==> config.mk <==
export PLATFORM = sky130hd
export DESIGN_NAME = alu_frame_sequencer
export DESIGN_NICKNAME = d
export VERILOG_FILES = /design/src/rtl/alu_frame_sequencer.sv
export SDC_FILE = /design/constraint.sdc
export NUM_CORES = 1
export LEC_CHECK = 0
export ABC_AREA = 1
export CAP_MARGIN = 20
export CORE_MARGIN = 5
export CORE_UTILIZATION = 45
export DETAILED_ROUTE_END_ITERATION = 16
export PLACE_DENSITY_LB_ADDON = 0.05
export SYNTH_ARGS = -nofsm -noshare
export SYNTH_HDL_FRONTEND = slang
export SYNTH_SLANG_ARGS = --single-unit
==> constraint.sdc <==
create_clock -name i_clock -period 1.6 [get_ports i_clock]
set_input_delay 0.16 -clock i_clock [delete_from_list [all_inputs] [get_ports i_clock]]
set_output_delay 0.16 -clock i_clock [all_outputs]
set_load 0.02 [all_outputs]
==> src/rtl/alu_frame_sequencer.sv <==
// Byte-serial front end for the combinational ALU: collects operand A, operand B
// and an op code from the RX core, runs one execute cycle, then returns the result
// byte and a status byte through the TX core.
//
//   state    | meaning
//   ---------+--------------------------------------------------------
//   WAIT_A   | idle, waiting for operand A (only non-busy state)
//   WAIT_B   | waiting for operand B, inter-byte timeout running
//   WAIT_OP  | waiting for op code, inter-byte timeout running
//   EXEC     | ALU inputs settled, capture result and status
//   SEND_RES | result byte handed to TX (o_tx_start high here)
//   WAIT_RES | waiting for TX to finish the result byte
//   SEND_STS | status byte loaded, start pulse issued next cycle
//   WAIT_STS | waiting for TX to finish the status byte
module alu_frame_sequencer #(
  parameter int NB_DATA        = 8,
  parameter int NB_OP_CODE     = 6,
  parameter int TIMEOUT_CYCLES = 100000
) (
  input  logic                  i_clock,
  input  logic                  i_reset,
  input  logic [NB_DATA-1:0]    i_rx_data,
  input  logic                  i_rx_done,
  output logic [NB_DATA-1:0]    o_tx_data,
  output logic                  o_tx_start,
  input  logic                  i_tx_done,
  output logic [NB_DATA-1:0]    o_alu_data_a,
  output logic [NB_DATA-1:0]    o_alu_data_b,
  output logic [NB_OP_CODE-1:0] o_alu_op_code,
  input  logic [NB_DATA-1:0]    i_alu_result,
  input  logic                  i_alu_zero,
  input  logic                  i_alu_carry,
  output logic                  o_busy,
  output logic                  o_timeout,
  output logic                  o_overrun
);

  localparam int NB_CNT = (TIMEOUT_CYCLES > 2) ? $clog2(TIMEOUT_CYCLES) : 1;
  localparam logic [NB_CNT-1:0] CNT_TC = NB_CNT'(TIMEOUT_CYCLES - 1);

  typedef enum logic [2:0] {
    WAIT_A, WAIT_B, WAIT_OP, EXEC, SEND_RES, WAIT_RES, SEND_STS, WAIT_STS
  } state_t;

  state_t              state, state_next;
  logic [NB_CNT-1:0]   tmo_cnt;
  logic [NB_DATA-1:0]  status_q;
  logic                accept;
  logic                timeout_hit;
  logic                rx_blocked;
  logic                cnt_run;
  logic                op_valid;

  assign o_busy     = (state != WAIT_A);
  assign rx_blocked = (state != WAIT_A) && (state != WAIT_B) && (state != WAIT_OP);
  assign cnt_run    = (state == WAIT_B) || (state == WAIT_OP);

  // Decode the registered op code against the ALU's supported operations.
  always_comb begin
    op_valid = 1'b0;
    case (o_alu_op_code)
      NB_OP_CODE'(6'b100000), NB_OP_CODE'(6'b100010), NB_OP_CODE'(6'b100100),
      NB_OP_CODE'(6'b100101), NB_OP_CODE'(6'b100110), NB_OP_CODE'(6'b000011),
      NB_OP_CODE'(6'b000010), NB_OP_CODE'(6'b100111): op_valid = 1'b1;
      default: op_valid = 1'b0;
    endcase
  end

  // Next-state logic; a byte arriving on the terminal-count cycle beats the timeout.
  always_comb begin
    state_next  = state;
    accept      = 1'b0;
    timeout_hit = 1'b0;
    case (state)
      WAIT_A: if (i_rx_done) begin
        accept     = 1'b1;
        state_next = WAIT_B;
      end
      WAIT_B: if (i_rx_done) begin
        accept     = 1'b1;
        state_next = WAIT_OP;
      end else if (tmo_cnt == CNT_TC) begin
        timeout_hit = 1'b1;
        state_next  = WAIT_A;
      end
      WAIT_OP: if (i_rx_done) begin
        accept     = 1'b1;
        state_next = EXEC;
      end else if (tmo_cnt == CNT_TC) begin
        timeout_hit = 1'b1;
        state_next  = WAIT_A;
      end
      EXEC:     state_next = SEND_RES;
      SEND_RES: state_next = WAIT_RES;
      WAIT_RES: if (i_tx_done && !o_tx_start) state_next = SEND_STS;
      SEND_STS: state_next = WAIT_STS;
      WAIT_STS: if (i_tx_done && !o_tx_start) state_next = WAIT_A;
      default:  state_next = WAIT_A;
    endcase
  end

  // State register.
  always_ff @(posedge i_clock) begin
    if (i_reset) state <= WAIT_A;
    else         state <= state_next;
  end

  // Inter-byte timer: counts idle cycles inside a partial frame, cleared otherwise.
  always_ff @(posedge i_clock) begin
    if (i_reset || !cnt_run || accept || timeout_hit) tmo_cnt <= '0;
    else                                              tmo_cnt <= tmo_cnt + 1'b1;
  end

  // ALU operand/op-code registers, loaded only on the accepting edge.
  always_ff @(posedge i_clock) begin
    if (i_reset) begin
      o_alu_data_a  <= '0;
      o_alu_data_b  <= '0;
      o_alu_op_code <= '0;
    end else if (accept) begin
      case (state)
        WAIT_A:  o_alu_data_a  <= i_rx_data;
        WAIT_B:  o_alu_data_b  <= i_rx_data;
        default: o_alu_op_code <= i_rx_data[NB_OP_CODE-1:0];
      endcase
    end
  end

  // TX side: the start pulse is registered, so the byte is loaded on the same edge.
  always_ff @(posedge i_clock) begin
    if (i_reset) begin
      o_tx_start <= 1'b0;
      o_tx_data  <= '0;
      status_q   <= '0;
    end else begin
      o_tx_start <= (state == EXEC) || (state == SEND_STS);
      if (state == EXEC) begin
        o_tx_data <= op_valid ? i_alu_result : '0;
        status_q  <= op_valid ? NB_DATA'({i_alu_carry, i_alu_zero})
                              : {1'b1, {(NB_DATA-1){1'b0}}};
      end else if (state == SEND_STS) begin
        o_tx_data <= status_q;
      end
    end
  end

  // Timeout pulse and sticky overrun flag.
  always_ff @(posedge i_clock) begin
    if (i_reset) begin
      o_timeout <= 1'b0;
      o_overrun <= 1'b0;
    end else begin
      o_timeout <= timeout_hit;
      if (i_rx_done && rx_blocked) o_overrun <= 1'b1;
    end
  end

endmodule

Yosys cells after proc, flatten, opt, wreduce, memory -nomap -nowiden
Cells that the tools add are included.
{"block": "totals", "regBits": 61, "inputBits": 22, "output_inout_bits": 34, "wordCells": 72}
{"block": "classes", "addsub": 1, "eq_ne": 21, "mux": 17, "bitwise": 1, "n_reduce_logical": 22}
{"operator": "6-bit equality test, second input constant", "n": 6}
{"operator": "8-bit two-way mux", "n": 4}
{"operator": "3-bit one-hot mux with 8 select lines", "n": 1}
{"operator": "3-bit two-way mux", "n": 6}
{"operator": "17-bit by 1-bit adder with 17-bit output, second input constant", "n": 1}
{"operator": "17-bit equality test, second input constant", "n": 1}
{"operator": "3-bit equality test, second input constant", "n": 4}
{"operator": "6-bit by 2-bit equality test with 1-bit output, second input constant", "n": 2}
{"operator": "8-bit OR reduction", "n": 1}
{"operator": "3-bit by 2-bit equality test with 1-bit output, second input constant", "n": 2}
{"operator": "1-bit two-way mux", "n": 6}
{"operator": "2-bit inequality test, second input constant", "n": 3}
{"operator": "2-bit AND reduction", "n": 3}
{"operator": "1-bit logical OR", "n": 5}
{"operator": "1-bit logical AND", "n": 4}
{"operator": "2-bit OR reduction", "n": 2}
{"operator": "3-bit by 1-bit equality test with 1-bit output, second input constant", "n": 1}
{"operator": "3-bit zero test", "n": 1}
{"operator": "3-bit by 1-bit inequality test with 1-bit output, second input constant", "n": 1}
{"operator": "3-bit by 2-bit inequality test with 1-bit output, second input constant", "n": 1}
{"operator": "3-bit AND reduction", "n": 1}
{"operator": "3-bit nonzero test", "n": 1}
{"operator": "3-bit OR reduction", "n": 1}
{"operator": "1-bit zero test", "n": 2}
{"operator": "2 further kinds", "n": 2}

Depth between registers and ports, before layout
Gate-level depths: netlist of run 1.
{"block": "depth", "depth_word": 6, "ltp_mapped": 10, "ltp_nobuf": 10}

Worst setup path before layout of run 1
Ideal clock, no wire load.
{"block": "synth_path", "kind": "register -> register", "startpoint": "register tmo_cnt[0]", "endpoint": "register tmo_cnt[8]", "setup_time_ns": 0.115, "t_arrival_ns": 1.371, "t_required_ns": 1.485, "setup_slack_ns": 0.114, "path_stages_with_launch": 10, "n_path_buf": 1, "synth_period_minus_slack_ns": 1.486, "cell_sequence": "dfxtp_1 -> ha_1 -> nand2_1 -> inv_1 -> nand2_2 -> inv_1 -> nand3_1 -> nand2_2 -> buf_6 -> nor2_2"}
{"block": "synth_between", "elab_chain_len": 5, "word_cells_on_any_way": 6, "cone_classes": "add/sub: 1; eq/ne: 1; mux: 3; reduce/logical: 1"}
{"element": "start, declared", "line": "46", "rtl": "logic [NB_CNT-1:0] tmo_cnt;"}
{"element": "start signal, assigned", "line": "111", "rtl": "else tmo_cnt <= tmo_cnt + 1'b1;"}
{"element": "parallel branches: the longest is 5 deep, another holds 17-bit by 1-bit adder with 17-bit output"}
Parallel ways; which one is timed is not known.
A chain may end at the register's enable or synchronous reset.

Worst setup path in the final report of run 1
{"block": "layout_path", "startpoint": "register state[1]", "endpoint": "output port o_busy"}
{"block": "layout_between", "elab_chain_len": 1}
{"element": "start, declared", "line": "45", "rtl": "state_t state, state_next;"}
{"element": "start signal, assigned", "line": "105", "rtl": "else state <= state_next;"}
{"element": "3-bit nonzero test", "line": "54", "rtl": "assign o_busy = (state != WAIT_A);"}
{"element": "end, declared", "line": "33", "rtl": "output logic o_busy,"}
No other way between the ends.

==> qor.yml, run 1 <==
floorplanning:
  core-area_sq_um: 5140
  io_pins: 56
  die_h_um: 83.20
  start_util: 0.4691
  die_x_um: 83.20
  fp.dieArea_sq_um: 6921
  rows: 26
power:
  leakagePower_nw: 1.236
  power_mw: 2.695
  ir_drop_v: 0.0005802
  powerDensity_nw_per_um2: 828.7
clock_network:
  clkLatencyLatePin_ns: 0.30
  clk_pin_slew_worst_paths_ns: 0.09
  cts_root_buf: "clkbuf_8"
  cts_tree: "done"
  cts_sinks: 56
  clockBufferDepth: 2
  cts-buffers-inserted: 5
  h-tree-depth: 2
routing:
  wl_per_cell_um: 12.33
  route.detailed.drc: 0
  drt_wl_total_um: 5636
  dr.pass1.iters: 4
  ant_nets: 0
  drt_iter0_drc: 126
  vias_per_cell: 4.862
  via_count: 2222
timing:
  rsz0062_at_grt: "false"
  clock_skew_ns: 0.008114
  finalCritPeriodShare: 0.9261
  worst_slew_pin_slew_ns: 0.3227
  whs_ns: 0.4008
  slew_headroom: 0.7843
  final_hold_viol_count: 0
  min_period_ns: 1.482
  finalSetupViolCount: 0
  fmax_mhz: 674.9
  drv_slew: 0
  fin_tns_setup_ns: 0
  setup_ws_ns: 0.1182
critical_path:
  crit_required_ns: 1.44
  critPathMaxFanout: 5
  path_common_cell: "inv_1"
  path_cells: "inv_1 -> nand2_2 -> nor2_2 -> inv_1 -> clkdlybuf4s15_1"
  cp-start-kind: "register"
  cp_slowest_cell: "dfxtp_1"
  arrival_ns: 1.32
  worstSetupPathType: "reg -> out"
  cp-end-kind: "output pin"
  crit_path_max_incr_delay_ns: 0.40
synth:
  syn_area_per_cell_sq_um: 7.582
  synth_edf_count: 0
  synthesis.instances: 318
  synth-seq-cells: 56
  syn_area_sq_um: 2411
  ys.flop_type: "dfxtp_1"
  async_flop_share: 0
  yosysWarnings: 0
  yosysTopAreaCell: "dfxtp_1"
  synth_nets: 341
  synth_top_cell_area_share: 0.4650
  yosys-top-cells-area: "dfxtp_1, nand2_1, nor2_1"
  seq_area_frac_synth: 0.4650
  ys_types: 33
finish:
  fin_util: 0.6327
  area_delta_synth_final_pct: 34.87
  nets: 409
  insertedDiodeCount: 0
  drive_gt1_frac: 0.1421
  fin_area_sq_um: 3252
  final_cells: 457
  fillers: 498
grt:
  antenna_found_initial: 0
  grt_max_degree: 23
  overflow: 0
  grt_pass1_vias: 2051
  grtUsageTotal: 0.1651
  grt_pass1_wl_um: 9577
placement:
  portBuffers: 55
  placedCellCount: 446
  place_ws_ns: 0.07462
  placed_area_sq_um: 3114
  routabilityCongestion: 0.7917
  dp_hpwl_um: 4393
hold_path:
  hp-class: "in -> reg"
run_status:
  outcome: "complete, no violations"
run:
  drv_cap: 0
[logic make-up (layout without fill, tap and decap cells)]
| group | after synthesis | count (layout) | synth area share |
|---|---|---|---|
| flops | 56 | 56 | 0.4650 |
| simple gates | 164 | 164 | 0.3207 |
| xor+xnor | 2 | 2 | 0.007267 |
| compound gates | 57 | 57 | 0.1365 |
| buf+inv | 38 | 107 | 0.06539 |
| fa+ha+maj | 1 | 1 | 0.005189 |
[timing repair]
| action | CTS | global route |
|---|---|---|
| pin swaps | 0 | 2 |
| buffers inserted | 0 | 3 |
| setup endpoints to repair | 1 | 5 |
| resized for setup | 1 | 10 |
| hold buffers | 0 | 0 |
[layout make-up]
type	count	area, sq um	area share
multi-input combinational	224	1155	0.3551
sequential	56	1124	0.3455
timing repair buffer	69	680.7	0.2093
inverter	30	115.1	0.03540
clock buffer	8	90.09	0.02770
tap	70	87.58	0.02693
[where the power goes]
part / switching, mW / internal (mW)
Sequential: 0.0329 / 1.45
Clock: 0.416 / 0.354
Combinational: 0.239 / 0.207
[cells in the mapped netlist (2+ instances only)]
master and number:
nand2_1 60, a22oi_1 5, nor3b_1 2, inv_1 27, nor3_1 6, nor2_1 49, a31oi_1 3, o21ai_0 24
a21oi_1 17, nand4_1 5, inv_2 2, a21oi_2 6, nor3_2 4, dfxtp_1 56, nand3_1 20, clkbuf_1 2
nand2_2 4, nor2_2 6, buf_1 3, or2_2 4
[routing by layer]
metal	up-vias	share of wire	track usage
li1	1175	-	-
met4	0	0.0094	0.03863
met5	-	0	0
met2	51	0.45	0.2609
met1	991	0.50	0.2266
met3	5	0.048	0.04158
[critical path: cells and delay by family (launching register included)]
kind / cells / cell delay [ns]
buffers and inverters: 3 / 0.48
AND/OR/NAND/NOR: 2 / 0.13
flip-flops: 1 / 0.40
[state kept, by name, summed over array words and instances (netlist names)]
name,count
o_tx_data,8
o_tx_start,1
o_timeout,1
state,3
status_q,3
o_overrun,1
tmo_cnt,17
o_alu_data_b,8
o_alu_data_a,8
o_alu_op_code,6
[placed cells by master, fill, tap and decap left out, types with 2 or more instances in the layout]
cell type,instances
nor2_1,49
buf_4,12
nor3b_1,2
or2_2,3
nand2_4,2
a21oi_2,6
nor3_4,2
inv_2,4
dfxtp_2,2
a31oi_1,3
clkbuf_8,6
nand3_1,20
nor3_2,2
o21ai_0,24
dfxtp_1,54
inv_1,25
buf_12,2
nor3_1,6
nor2_2,6
nand4_1,5
a22oi_1,5
a21oi_1,17
nand2_1,60
clkbuf_1,2
nand2_2,3
clkdlybuf4s50_1,54
[worst paths after layout]
| check | start | to | slack, ns | depth (start not counted) |
|---|---|---|---|---|
| max | state[1] | o_busy | 0.12 | 5 |
| min | i_alu_zero | status_q[0] | 0.40 | 3 |
| max reg2reg | tmo_cnt[0] | tmo_cnt[16] | 0.15 | 8 |
| min reg2reg | o_alu_data_a[6] | o_alu_data_a[6] | 0.47 | 2 |
Power figures use the tool's default switching activity.
==> run 2: changes to the inputs <==
- CORE_ASPECT_RATIO: unset -> 1.25
==> run 2 against run 1 <==
Effect of this change:
- first-iteration DRC count down 42%
- non-clock buffer count down 4
- largest cell class unchanged
- hold slack worse by 0.0048 ns
- highest routed layer unchanged
- critical endpoint is now tmo_cnt[10]
- power up 5.2%
- sequential power about the same
- setup slack worse by 0.034 ns
- clock power up 21%
==> qor.yml, run 2 (synthesis results as in run 1) <==
critical_path:
  cp_slowest_cell: "dfxtp_1"  # unchanged
  critPathMaxFanout: 4  # was 5
  crit_path_max_incr_delay_ns: 0.36  # was 0.40 ns
  path_common_cell: "nand2_1"  # was inv_1
  reg2reg_depth: 8  # unchanged
  timing.rr.start: "tmo_cnt[1]"  # was tmo_cnt[0]
  worstSetupPathType: "reg -> reg"  # was reg -> out
  cp-start-kind: "register"  # unchanged
  cp-end-kind: "register"  # was output pin
  path_cells: "ha_1 -> nand2_1 -> inv_1 -> nand2_2 -> nor3_2 -> nand2_1 -> or2_2 -> a21oi_2"  # was inv_1 -> nand2_2 -> nor2_2 -> inv_1 -> clkdlybuf4s15_1
  r2r_slack_ns: 0.08  # was 0.15 ns
  r2r_end: "tmo_cnt[10]"  # was tmo_cnt[16]
  crit_required_ns: 1.85  # was 1.44 ns
  arrival_ns: 1.76  # was 1.32 ns
placement:
  routabilityCongestion: 0.8489  # was 0.7917
  placedCellCount: 437  # was 446
  place_ws_ns: 0.02642  # was 0.07462 ns
  dp_hpwl_um: 4442  # was 4393 um
  portBuffers: 55  # unchanged
routing:
  route.detailed.drc: 0  # unchanged
  drt_wl_total_um: 5711  # was 5636 um
  ant_nets: 0  # unchanged
  via_count: 2226  # was 2222
  vias_per_cell: 5.002  # was 4.862
  wl_per_cell_um: 12.83  # was 12.33 um
  drt_iter0_drc: 73  # was 126
  dr.pass1.iters: 4  # unchanged
power:
  ir_drop_v: 0.0006004  # was 0.0005802 V
  leakagePower_nw: 1.168  # was 1.236 nW
  powerDensity_nw_per_um2: 891.4  # was 828.7 nW/um^2
timing:
  whs_ns: 0.3960  # was 0.4008 ns
  finalSetupViolCount: 0  # unchanged
  fin_tns_setup_ns: 0  # unchanged
  clock_skew_ns: 0.01240  # was 0.008114 ns
  min_period_ns: 1.516  # was 1.482 ns
  drv_slew: 0  # unchanged
  slew_headroom: 0.6352  # was 0.7843
  rsz0062_at_grt: "true"  # was false
  finalCritPeriodShare: 0.9472  # was 0.9261
  final_hold_viol_count: 0  # unchanged
  fmax_mhz: 659.8  # was 674.9 MHz
  setup_ws_ns: 0.08447  # was 0.1182 ns
  worst_slew_pin_slew_ns: 0.5466  # was 0.3227 ns
grt:
  overflow: 0  # unchanged
  antenna_found_initial: 0  # unchanged
  grt_pass1_vias: 2291  # was 2051
  grt_pass1_wl_um: 10060  # was 9577 um
  grtUsageTotal: 0.1816  # was 0.1651
  grt_max_degree: 23  # unchanged
hold_path:
  whs_path_depth: 3  # unchanged
  hp-start: "i_alu_zero"  # unchanged
  hp-class: "in -> reg"  # unchanged
  whs_endpoint: "status_q[0]"  # unchanged
floorplanning:
  fp.dieArea_sq_um: 6931  # was 6921 sq um
  core-area_sq_um: 5152  # was 5140 sq um
  die_x_um: 75.47  # was 83.20 um
  rows: 29  # was 26
  die_h_um: 91.84  # was 83.20 um
  io_pins: 56  # unchanged
  start_util: 0.4679  # was 0.4691
clock_network:
  cts_root_buf: "clkbuf_8"  # unchanged
  clockBufferDepth: 2  # unchanged
  cts_tree: "done"  # unchanged
  clk_pin_slew_worst_paths_ns: 0.10  # was 0.09 ns
  h-tree-depth: 2  # unchanged
  clkLatencyLatePin_ns: 0.31  # was 0.30 ns
  cts-buffers-inserted: 5  # unchanged
  cts_setup_buffers: 0  # unchanged
  cts_sinks: 56  # unchanged
finish:
  regMostFlops: "tmo_cnt"  # unchanged
  final_cells: 445  # was 457
  drive_gt1_frac: 0.1332  # was 0.1421
  fillers: 484  # was 498
  final_cell_mix: "nand2_1, clkdlybuf4s50_1, dfxtp_1"  # unchanged
  area_delta_synth_final_pct: 31.91  # was 34.87%
  fin_util: 0.6173  # was 0.6327
  largest_register_ffs: 17  # unchanged
  final_common_cell: "nand2_1"  # unchanged
  insertedDiodeCount: 0  # unchanged
  nets: 405  # was 409
run:
  drv_cap: 0  # unchanged
run_status:
  outcome: "complete, no violations"  # unchanged
-- run 2: cell count changes in the layout (fill, tap and decap cells not counted), moves of 2 or more --
cell      before  now
inv_1         25   27
nor3_2         2    4
clkbuf_1       2    0
buf_12         2    0
inv_2          4    2
nor3_4         2    0
buf_4         12   10
-- run 2: worst max path at each step --
| stage | startpoint | endpoint |
|---|---|---|
| finish | tmo_cnt[1] | tmo_cnt[10] |
| floorplan | tmo_cnt[0] | tmo_cnt[8] |
| global placement | i_rx_done | o_alu_data_b[7] |
| detailed placement | i_rx_done | o_alu_data_b[5] |
| global route | tmo_cnt[1] | tmo_cnt[10] |
| CTS | state[1] | o_busy |
-- run 2: what timing repair did --
item                                    CTS  global route
hold buffers                              0             0
endpoints found under the setup margin    1            22
gates resized for setup                   1             4
-- run 2: report_power, final --
part	total (mW)	switching [mW]	internal, mW
Sequential	1.48	0.0363	1.45
Clock	0.928	0.464	0.464
Combinational	0.425	0.233	0.192
Total	2.84	0.733	2.10
-- run 2: area by class of cell --
cell class	instances	area (sq um)	area share
Sequential cell	56	1124	0.3533
Tap cell	62	77.57	0.02439
Clock inverter	3	42.54	0.01338
Clock buffer	5	68.82	0.02164
Inverter	30	115.1	0.03619
Timing Repair Buffer	65	620.6	0.1951
Multi-Input combinational cell	224	1132	0.3560
-- run 2: per-layer routing --
metal  vias to the layer above  part of all wire  track usage  wire length, um
li1                       1165                 -            -                -
met1                      1009              0.43       0.2185             2467
met2                        45              0.52       0.3177             2964
met3                         7             0.036      0.04158              203
met4                         0             0.013      0.04665               74
met5                         -                 0            0                0
-- run 2: worst max-delay path, delay by kind of cell, from the launching register on --
family | cells | cell delay [ns]
and+or+nand+nor | 5 | 0.75
DFF | 1 | 0.36
adders and majority gates | 1 | 0.17
AOI/OAI and AO/OA | 1 | 0.10
buffers and inverters | 1 | 0.08
-- run 2: per-stage QoR --
stage | area (sq um) | total power [mW]
floorplan | 2411 | 1.738
global route | 3181 | 2.972
detailed placement | 3072 | 1.944
global placement | 3072 | 1.943
CTS | 3182 | 2.861
finish | 3181 | 2.835
==> run 3: changes to the inputs <==
- RECOVER_POWER: unset -> 100
==> run 3 against run 2 <==
Effect of this change:
- cell count unchanged
- die area unchanged
- clock power decreased by 0.4%
- hold slack improved by 0.0020 ns
- via count increased by 0.40%
- non-clock buffer count unchanged
==> qor.yml, run 3 (synthesis results as in run 1) <==
grt:
  grt_pass1_vias: 2291  # unchanged
  grtUsageTotal: 0.1816  # unchanged
  grt_max_degree: 23  # unchanged
  overflow: 0  # unchanged
  antenna_found_initial: 0  # unchanged
  grt_pass1_wl_um: 10060  # unchanged
run:
  drv_cap: 0  # unchanged
timing:
  fin_tns_setup_ns: 0  # unchanged
  finalCritPeriodShare: 0.9497  # was 0.9472
  whs_ns: 0.3980  # was 0.3960 ns
  clock_skew_ns: 0.01279  # was 0.01240 ns
  final_hold_viol_count: 0  # unchanged
  rsz0062_at_grt: "true"  # unchanged
  worst_slew_pin_slew_ns: 0.5554  # was 0.5466 ns
  slew_headroom: 0.6294  # was 0.6352
  min_period_ns: 1.520  # was 1.516 ns
  fmax_mhz: 658.1  # was 659.8 MHz
  finalSetupViolCount: 0  # unchanged
  drv_slew: 0  # unchanged
power:
  powerDensity_nw_per_um2: 891.1  # was 891.4 nW/um^2
  ir_drop_v: 0.0005974  # was 0.0006004 V
  leakagePower_nw: 1.212  # was 1.168 nW
  power_mw: 2.810  # was 2.835 mW
finish:
  final_common_cell: "nand2_1"  # unchanged
  fin_area_sq_um: 3153  # was 3181 sq um
  largest_register_ffs: 17  # unchanged
  final_cell_mix: "nand2_1, dfxtp_1, nor2_1"  # was nand2_1, clkdlybuf4s50_1, dfxtp_1
  regMostFlops: "tmo_cnt"  # unchanged
  fillers: 493  # was 484
  fin_util: 0.6119  # was 0.6173
  area_delta_synth_final_pct: 30.77  # was 31.91%
  insertedDiodeCount: 0  # unchanged
  nets: 405  # unchanged
  drive_gt1_frac: 0.1201  # was 0.1332
critical_path:
  critPathMaxFanout: 4  # unchanged
  cp-end-kind: "register"  # unchanged
  crit_required_ns: 1.85  # about the same
  timing.rr.start: "tmo_cnt[1]"  # unchanged
  startpoint: "tmo_cnt[1]"  # unchanged
  crit_path_max_incr_delay_ns: 0.36  # about the same
  arrival_ns: 1.77  # was 1.76 ns
  cp-start-kind: "register"  # unchanged
  path_common_cell: "nand2_1"  # unchanged
  cp_slowest_cell: "dfxtp_1"  # unchanged
  worstSetupPathType: "reg -> reg"  # unchanged
  path_cells: "ha_1 -> nand2_1 -> inv_1 -> nand2_2 -> nor3_2 -> nand2_1 -> or2_2 -> a21oi_2"  # unchanged
clock_network:
  clk_pin_slew_worst_paths_ns: 0.09  # was 0.10 ns
  h-tree-depth: 2  # unchanged
  clkLatencyLatePin_ns: 0.31  # about the same
  cts_tree: "done"  # unchanged
  cts_sinks: 56  # unchanged
  clockBufferDepth: 2  # unchanged
  cts_root_buf: "clkbuf_8"  # unchanged
  cts-buffers-inserted: 5  # unchanged
floorplanning:
  io_pins: 56  # unchanged
  core-area_sq_um: 5152  # unchanged
  start_util: 0.4679  # unchanged
  fp.dieArea_sq_um: 6931  # unchanged
  die_x_um: 75.47  # unchanged
  die_h_um: 91.84  # unchanged
  rows: 29  # unchanged
run_status:
  outcome: "complete, no violations"  # unchanged
placement:
  placed_area_sq_um: 3072  # unchanged
  dp_hpwl_um: 4442  # unchanged
  portBuffers: 55  # unchanged
  routabilityCongestion: 0.8489  # unchanged
routing:
  dr.pass1.iters: 5  # was 4
  drt_iter0_drc: 70  # was 73
  wl_per_cell_um: 12.80  # was 12.83 um
  vias_per_cell: 5.022  # was 5.002
  drt_wl_total_um: 5695  # was 5711 um
  route.detailed.drc: 0  # unchanged
  via_count: 2235  # was 2226
  ant_nets: 0  # unchanged
hold_path:
  hp-start: "i_alu_zero"  # unchanged
  hp-class: "in -> reg"  # unchanged
run 3: repair_timing:
action | 4_1_cts | 5_1_grt
hold buffers | 0 | 0
endpoints found under the setup margin | 1 | 22
setup buffers | 0 | 0
gates resized for setup | 1 | 4
run 3: path summary, 6_finish.rpt:
path	end	slack, ns	depth (start not counted)
max reg2reg	tmo_cnt[10]	0.08	8
min reg2reg	o_alu_data_a[7]	0.47	2
min	status_q[0]	0.40	3
max	tmo_cnt[10]	0.08	8
run 3: power breakdown:
group | switching, mW | internal (mW) | leakage, nW
logic | 0.229 | 0.176 | 0.703
clock network | 0.461 | 0.464 | 0.0541
registers | 0.0347 | 1.45 | 0.455
total | 0.724 | 2.09 | 1.21
run 3: per-layer routing:
metal  track usage  routed length [um]
met1        0.2185                2418
met2        0.3177                2991
met3       0.04158                 209
met4       0.04665                  76
met5             0                   0
run 3: area by class of cell:
| cell class | count | area (sq um) | share of cell area |
|---|---|---|---|
| Clock buffer | 5 | 68.82 | 0.02183 |
| Multi-Input combinational cell | 224 | 1114 | 0.3532 |
| Inverter | 30 | 115.1 | 0.03651 |
| Timing Repair Buffer | 65 | 611.8 | 0.1940 |
| Sequential cell | 56 | 1124 | 0.3564 |
| Tap cell | 62 | 77.57 | 0.02460 |
| Clock inverter | 3 | 42.54 | 0.01349 |
run 3: worst max-delay path: cells and delay by family (launching register included):
| family | cells | cell delay (ns) |
|---|---|---|
| and+or+nand+nor | 5 | 0.75 |
| DFF | 1 | 0.36 |
| adders and majority gates | 1 | 0.17 |
| AOI/OAI and AO/OA | 1 | 0.10 |
| buffers and inverters | 1 | 0.08 |
run 3: stage by stage:
stage	cells	setup slack [ns]
after floorplan	318	0.1143
after global placement	437	0.04718
after detailed placement	437	0.02642
after CTS	445	0.04795
after global routing	445	-0.01374
final	445	0.08041
